===== config.mk =====
export PLATFORM = sky130hd
export DESIGN_NAME = reg_nbits_universal
export DESIGN_NICKNAME = d
export VERILOG_FILES = /design/src/rtl/reg_universal_pkg.sv /design/src/rtl/reg_1bit_universal.sv /design/src/rtl/reg_nbits_universal.sv
export SDC_FILE = /design/constraint.sdc
export NUM_CORES = 1
export LEC_CHECK = 0
export CAP_MARGIN = 20
export CORE_MARGIN = 4
export CORE_UTILIZATION = 40
export DETAILED_ROUTE_END_ITERATION = 7
export GPL_TIMING_DRIVEN = 0
export PLACE_DENSITY = 0.74
export SLEW_MARGIN = 10
export SYNTH_ARGS = -nofsm -noshare
export SYNTH_HDL_FRONTEND = slang
export SYNTH_SLANG_ARGS = --single-unit

===== constraint.sdc =====
create_clock -name reloj -period 2 [get_ports reloj]
set_clock_uncertainty 0.05 [all_clocks]
set_input_delay 0.4 -clock reloj [delete_from_list [all_inputs] [get_ports reloj]]
set_output_delay 0.4 -clock reloj [all_outputs]
set_load 0.02 [all_outputs]

===== src/rtl/reg_universal_pkg.sv =====
// Shared mode encoding and mode-class helpers for the universal shift register
// family (per-bit cell and N-bit top).
package reg_universal_pkg;

  localparam logic [2:0] MANTENER      = 3'b000;
  localparam logic [2:0] CARGA         = 3'b001;
  localparam logic [2:0] DESP_DER      = 3'b010;
  localparam logic [2:0] DESP_IZQ      = 3'b011;
  localparam logic [2:0] ROT_DER       = 3'b100;
  localparam logic [2:0] ROT_IZQ       = 3'b101;
  localparam logic [2:0] DESP_ARIT_DER = 3'b110;
  localparam logic [2:0] LIMPIAR       = 3'b111;

  // Modes that advance the word-framing counter; rotations deliberately excluded.
  function automatic logic es_desplazamiento(input logic [2:0] m);
    return (m == DESP_DER) || (m == DESP_IZQ) || (m == DESP_ARIT_DER);
  endfunction

  function automatic logic reinicia_cuenta(input logic [2:0] m);
    return (m == CARGA) || (m == LIMPIAR);
  endfunction

endpackage


===== src/rtl/reg_1bit_universal.sv =====
// One bit of the universal register: 8:1 next-value mux feeding a flop with
// synchronous reset and enable.
module reg_1bit_universal
  import reg_universal_pkg::*;
(
  input  logic       reloj,
  input  logic       reset,
  input  logic       habilita,
  input  logic [2:0] modo,
  input  logic       propio,
  input  logic       izq,
  input  logic       der,
  input  logic       paralelo,
  output logic       q
);

  logic siguiente;

  // izq is the more-significant neighbour, der the less-significant one.
  always_comb begin
    siguiente = propio;
    case (modo)
      MANTENER:      siguiente = propio;
      CARGA:         siguiente = paralelo;
      DESP_DER:      siguiente = izq;
      DESP_IZQ:      siguiente = der;
      ROT_DER:       siguiente = izq;
      ROT_IZQ:       siguiente = der;
      DESP_ARIT_DER: siguiente = izq;
      LIMPIAR:       siguiente = 1'b0;
      default:       siguiente = propio;
    endcase
  end

  always_ff @(posedge reloj) begin
    if (reset) begin
      q <= 1'b0;
    end else if (habilita) begin
      q <= siguiente;
    end
  end

endmodule


===== src/rtl/reg_nbits_universal.sv =====
// N-bit universal register: N cells plus a saturating shift counter whose
// terminal value raises listo for serial word framing.
module reg_nbits_universal
  import reg_universal_pkg::*;
#(
  parameter int N = 4
) (
  input  logic         reloj,
  input  logic         reset,
  input  logic         habilita,
  input  logic [2:0]   modo,
  input  logic [N-1:0] In,
  input  logic         ser_msb,
  input  logic         ser_lsb,
  output logic [N-1:0] An,
  output logic         sal_lsb,
  output logic         sal_msb,
  output logic         listo
);

  localparam int CW = $clog2(N + 1);
  localparam logic [CW-1:0] CUENTA_MAX = CW'(N);

  logic          izq_msb;
  logic          der_lsb;
  logic [N-1:0]  izq;
  logic [N-1:0]  der;
  logic [CW-1:0] cuenta;

  // Edge feeds: serial input, wrap-around bit, or replicated sign bit.
  always_comb begin
    izq_msb = An[N-1];
    case (modo)
      DESP_DER: izq_msb = ser_msb;
      ROT_DER:  izq_msb = An[0];
      default:  izq_msb = An[N-1];
    endcase
  end

  always_comb begin
    der_lsb = An[N-1];
    case (modo)
      DESP_IZQ: der_lsb = ser_lsb;
      default:  der_lsb = An[N-1];
    endcase
  end

  assign izq = {izq_msb, An[N-1:1]};
  assign der = {An[N-2:0], der_lsb};

  for (genvar i = 0; i < N; i++) begin : g_celda
    reg_1bit_universal u_celda (
      .reloj    (reloj),
      .reset    (reset),
      .habilita (habilita),
      .modo     (modo),
      .propio   (An[i]),
      .izq      (izq[i]),
      .der      (der[i]),
      .paralelo (In[i]),
      .q        (An[i])
    );
  end

  always_ff @(posedge reloj) begin
    if (reset) begin
      cuenta <= '0;
    end else if (habilita) begin
      if (reinicia_cuenta(modo)) begin
        cuenta <= '0;
      end else if (es_desplazamiento(modo) && (cuenta != CUENTA_MAX)) begin
        cuenta <= cuenta + CW'(1);
      end
    end
  end

  assign listo   = (cuenta == CUENTA_MAX);
  assign sal_lsb = An[0];
  assign sal_msb = An[N-1];

endmodule


Word level (Yosys, flattened, before mapping)
Cells that the tools add are included.

word-level totals
  flip-flop bits (word level) = 7
  input bits = 12
  word-level logic and storage cells = 36

operators by class
  $add $sub $neg = 1
  equality and inequality tests = 10
  mux-type cells = 8
  bitwise operators = 1
  reduce and logical (&&, ||, !) cells = 11

operators with widths
  cell                 count
  $pmux 1 s4           4
  $eq 3x3->1 const B   5
  $eq 3x2->1 const B   2
  $mux 3               2
  $reduce_and 2->1     2
  $add 3x1->3 const B  1
  $eq 3x1->1 const B   1
  $logic_not 3->1      1
  $logic_or 1x1->1     3
  $ne 3x1->1 const B   1
  $ne 3x3->1 const B   1
  $reduce_and 3->1     1
  $reduce_or 3->1      1
  $pmux 1 s2           1
  $reduce_bool 2->1    1
  $reduce_or 2->1      1
  $logic_and 1x1->1    1
  $mux 1               1
  $not 1->1            1

Logic depth before layout (Yosys ltp)
Gate-level depths: netlist of the first run.

  depth after elaboration = 6
  mapped depth = 6
  gate-level depth less buffers = 6

Modules after synthesis
Synthesis of the first run repeated with hierarchy kept, for this count alone.

unflattened totals
  cell total of the unflattened synthesis = 79
  area, all modules = 646.9 µm²

by module, submodules not included
  module               times used  cells each  area each (µm²)
  reg_1bit_universal   4           10          85.1
  reg_nbits_universal  1           39          306.5

Least setup slack after synthesis of the first run
No wires, ideal clock.

  kind = in2reg
  from = input modo[1]
  to = register g_celda[1].u_celda.q
  setup time = 0.091 ns
  arrival time = 1.191 ns
  required time = 1.859 ns
  path slack = 0.668 ns
  cell stages on the path = 4
  cell sequence = buf_6 -> or2_1 -> o21a_1 -> a311oi_1

between the ends
  longest elaborated chain between the ends = 3

ends and longest elaborated chain
  what                                                     RTL line                   text
  start: declaration                                       reg_nbits_universal.sv:11  input logic [2:0] modo,
  $eq 3x2->1, or another cell as far along                 reg_1bit_universal.sv:22   case (modo)
  $reduce_or 3->1 (no line), or another cell as far along  -
  $pmux 1 s4 or $reduce_and 2->1 (tied branches)           -
  end signal: assignment                                   reg_1bit_universal.sv:39   q <= siguiente;
  end: declaration                                         reg_1bit_universal.sv:14   output logic q

Several ways; a longest one is shown, not always the timed one.
A chain may end at the register's enable or synchronous reset.

Final worst setup path of the first run
  from = register g_celda[3].u_celda.q
  to = output An[3]

RTL lines
  what                      RTL line                   text
  start: declaration        reg_1bit_universal.sv:14
  start signal: assignment  reg_1bit_universal.sv:39
  end: declaration          reg_nbits_universal.sv:15  output logic [N-1:0] An,

No word-level cell between the ends.

==> metrics.md, run 1 <==
| Metric | Value |
|---|---|
| Unrepaired setup endpoints after global routing | no |
| Status | finished, final reports clean |
| Clock share of power | 33.0% |
| Final hold viol count | 0 |
| Logic gate share of total power | 27.7% |
| Layout cells sized above 1 | 13.33% |
| WL/cell | 13.18 um |
| Crit path required time | 1.55 ns |
| GRT Overall Usage | 15.61% |
| Core box area | 1186 um2 |
| Fmax | 546.3 MHz |
| Fin crit share | 91.53% |
| Synth Instances | 70 |
| Via density | 5.365 |
| Startpoint types | flop |
| Syn avg cell area | 7.632 um2 |
| H-tree levels | 1 |
| Final hold slack | 0.4540 ns |
| Initial antenna violation count | 0 |
| Syn Nets | 84 |
| Largest net degree at the start of global routing | 11 |
| # setup viols final | 0 |
| CTS tree | done |
| Post-Route WL | 1371 um |
| Switch share | 28.82% |
| Nets | 105 |
| Setup CP Type | flop to primary output |
| Gpl congestion | 0.7977 |
| Drt drc | 0 |
| Die Y | 44.55 um |
| Clock root buffer | clkbuf_4 |
| Iteration-0 DRC Markers | 13 |
| Slew @ Worst Pin | 0.4115 ns |
| Sequential Power Share | 39.4% |
| Cell Pwr Density | 534.5 nW/um2 |
| Synthesized area | 534.3 um2 |
| CP delay by family, top | buffers and inverters |
| Crit Path Max Fanout | 5 |
| DR vias | 558 |
| IO Count | 19 |
| Clk slew on worst S/H paths | 0.05 ns |
| Worst Path Arrival | 1.38 ns |
| # port buffers | 16 |
| Pint | 0.2804 mW |
| Ys Warns | 0 |
| First-pass GRT wire length | 2256 um |
| Routed Antenna Nets | 0 |
| Final slew viol count | 0 |
| CP max stage delay | 0.59 ns |
| Tmin final | 1.831 ns |
| TritonCTS Buffers | 3 |
| Die ar. | 1984 um2 |
| Switching power total | 0.1135 mW |
| Die Width | 44.55 um |
| Final setup margin | 0.1694 ns |
| Vias in the first global route | 528 |
| Initial DRT Pass Iterations | 5 |
| Pre-CTS setup slack | 0.03822 ns |
| Max-Cap Viols | 0 |
| Starting Density | 45.04% |
| Slew HR | 72.57% |
| Total gr overflow | 0 |
| P_leak | 0.2844 nW |
| Buffers from clock root to sink, at most | 2 |
| Ant diodes | 0 |
| Register area share after synthesis | 26.23% |
| Hold WC Path Type | flop to flop |
| Area grow syn2layout | 37.94% |
| Final Total Pwr | 0.3939 mW |
| DP Wirelength | 1050 um |
| Worst path cell trace | buf_4, clkdlybuf4s50_1 |
| #FFs+latches synth | 7 |
| Yosys cell types | 30 |
| Worst-skew pair later-pin latency | 0.25 ns |
| # clock sinks | 7 |
| CP bufs+invs | 2 |
| Sum Neg Setup Slack | 0 ns |
| Worst vdd ir | 0.3870 mV |
| Worst path slowest cell | clkdlybuf4s50_1 |
| CP endpoint kind | primary output |
| Core Rows | 12 |
sequential cells by signal, summed over array words and instances (netlist names):
| signal | flops |
|---|---|
| cuenta | 3 |
| g_celda.u_celda.q | 4 |
per-layer routing:
metal  GRT usage (%)  wire (um)  up-vias
li1                -          -      283
met1           18.55        576      243
met2           23.78        653       28
met3           7.724        128        4
met4           6.024         12        0
met5               0          0        -
tightest hold or removal path, stage by stage (launching register included):
cell	delay, ns
dfxtp_1	0.33
nand3_1	0.07
a21oi_1	0.06
final timing paths:
path	startpoint	end	slack, ns	depth (start not counted)
max	g_celda[3].u_celda.q$_SDFFE_PP0P_	An[3]	0.17	2
min	cuenta[1]$_SDFFE_PP0P_	cuenta[1]$_SDFFE_PP0P_	0.45	2
max reg2reg	cuenta[0]$_SDFFE_PP0P_	cuenta[2]$_SDFFE_PP0P_	0.60	6
min reg2reg	cuenta[1]$_SDFFE_PP0P_	cuenta[1]$_SDFFE_PP0P_	0.45	2
per-stage QoR:
step	util (%)	std cells	cell area [um2]
2_1_floorplan	-	70	534.3
6_report	62.13	104	737.0
4_1_cts	62.13	104	737.0
3_5_place_dp	60.02	100	711.9
3_3_place_gp	60.02	100	711.9
5_1_grt	62.13	104	737.0
area by class of cell:
type	instances	area, um2
plain buffers	7	50.05
clock buffers	4	26.28
fillers	112	449.2
inverters	4	15.01
multi-input cells	52	329.1
flip-flops and latches	7	140.1
well taps	14	17.52
repair buffers	16	158.9
what timing repair did:
action	4_1_cts	5_1_grt
hold buffers	0	0
gates resized for setup	1	0
setup endpoints to repair	1	0
setup buffers	0	0
synth_stat cells, drive strengths merged:
cell type / n / area, um2
inv: 4 / 15.01
a21o: 2 / 16.27
buf: 6 / 46.29
dfxtp: 7 / 140.1
and3b: 1 / 8.760
nor2: 5 / 18.77
nor3b: 2 / 15.01
o21ai: 4 / 20.02
a311oi: 2 / 17.52
o21a: 1 / 7.510
mux2i: 1 / 10.01
clkbuf: 1 / 3.750
nor2b: 1 / 6.260
a21boi: 1 / 7.510
or2: 1 / 6.260
nand2b: 2 / 12.51
o221ai: 2 / 17.52
nand3: 7 / 35.03
nand3b: 1 / 7.510
nand2: 6 / 22.52
o21bai: 1 / 7.510
xor2: 1 / 16.27
a31oi: 1 / 6.260
ha: 2 / 25.02
and2: 1 / 6.260
a21oi: 7 / 38.79
kinds of logic after synthesis:
family	synth area share, %
AO/OA/AOI/OAI	26.00
flip-flops	26.23
adder cells (fa/ha/maj)	4.683
buffers and inverters	12.18
XOR/XNOR	3.045
multiplexers	1.874
AND/OR/NAND/NOR	26.00
placed cells by master (no fill, tap or decap), types with 2 or more instances in the layout:
cell             synthesis  routed
nor3b_1                  2       2
nor2_1                   5       5
nand2_1                  6       6
o21ai_0                  4       4
clkbuf_4                 0       3
a311oi_1                 2       2
a21oi_1                  6       6
clkbuf_1                 1       2
buf_4                    4       4
o221ai_1                 2       2
clkdlybuf4s50_1          0      15
nand3_1                  7       7
ha_1                     2       2
nand2b_1                 2       2
inv_1                    4       4
dfxtp_1                  7       7
power by group through the flow:
stage	clock (mW)	sequential [mW]	combinational [mW]
after CTS	0.134	0.155	0.109
after global routing	0.146	0.156	0.119
after detailed placement	0	0.158	0.108
final	0.130	0.155	0.109
after global placement	0	0.158	0.106
after floorplan	0	0.158	0.0598
No activity file was read; power rests on OpenSTA's default activity.
==> run 2: changes to the inputs <==
--- a/config.mk
+++ b/config.mk
@@ -8,6 +8,7 @@
 export CAP_MARGIN = 20
 export CORE_MARGIN = 4
 export CORE_UTILIZATION = 40
+export CTS_CLUSTER_SIZE = 20
 export DETAILED_ROUTE_END_ITERATION = 7
 export GPL_TIMING_DRIVEN = 0
 export PLACE_DENSITY = 0.74
==> constraint.sdc (replaced) <==
create_clock -name reloj -period 1.95 [get_ports reloj]
set_clock_uncertainty 0.05 [all_clocks]
set_input_delay 0.39 -clock reloj [delete_from_list [all_inputs] [get_ports reloj]]
set_output_delay 0.39 -clock reloj [all_outputs]
set_load 0.02 [all_outputs]
==> results of run 2 <==
The final DEF is identical to that of run 1. Status: finished, final reports clean.
Main changes from that run: setup slack after placement 0.03822 ns -> -0.001784 ns; setup slack after layout 0.1694 ns -> 0.1294 ns; register-to-register setup slack 0.60 ns -> 0.55 ns; total power 0.3939 mW -> 0.4040 mW; worst IR drop on VDD 0.3870 mV -> 0.3969 mV
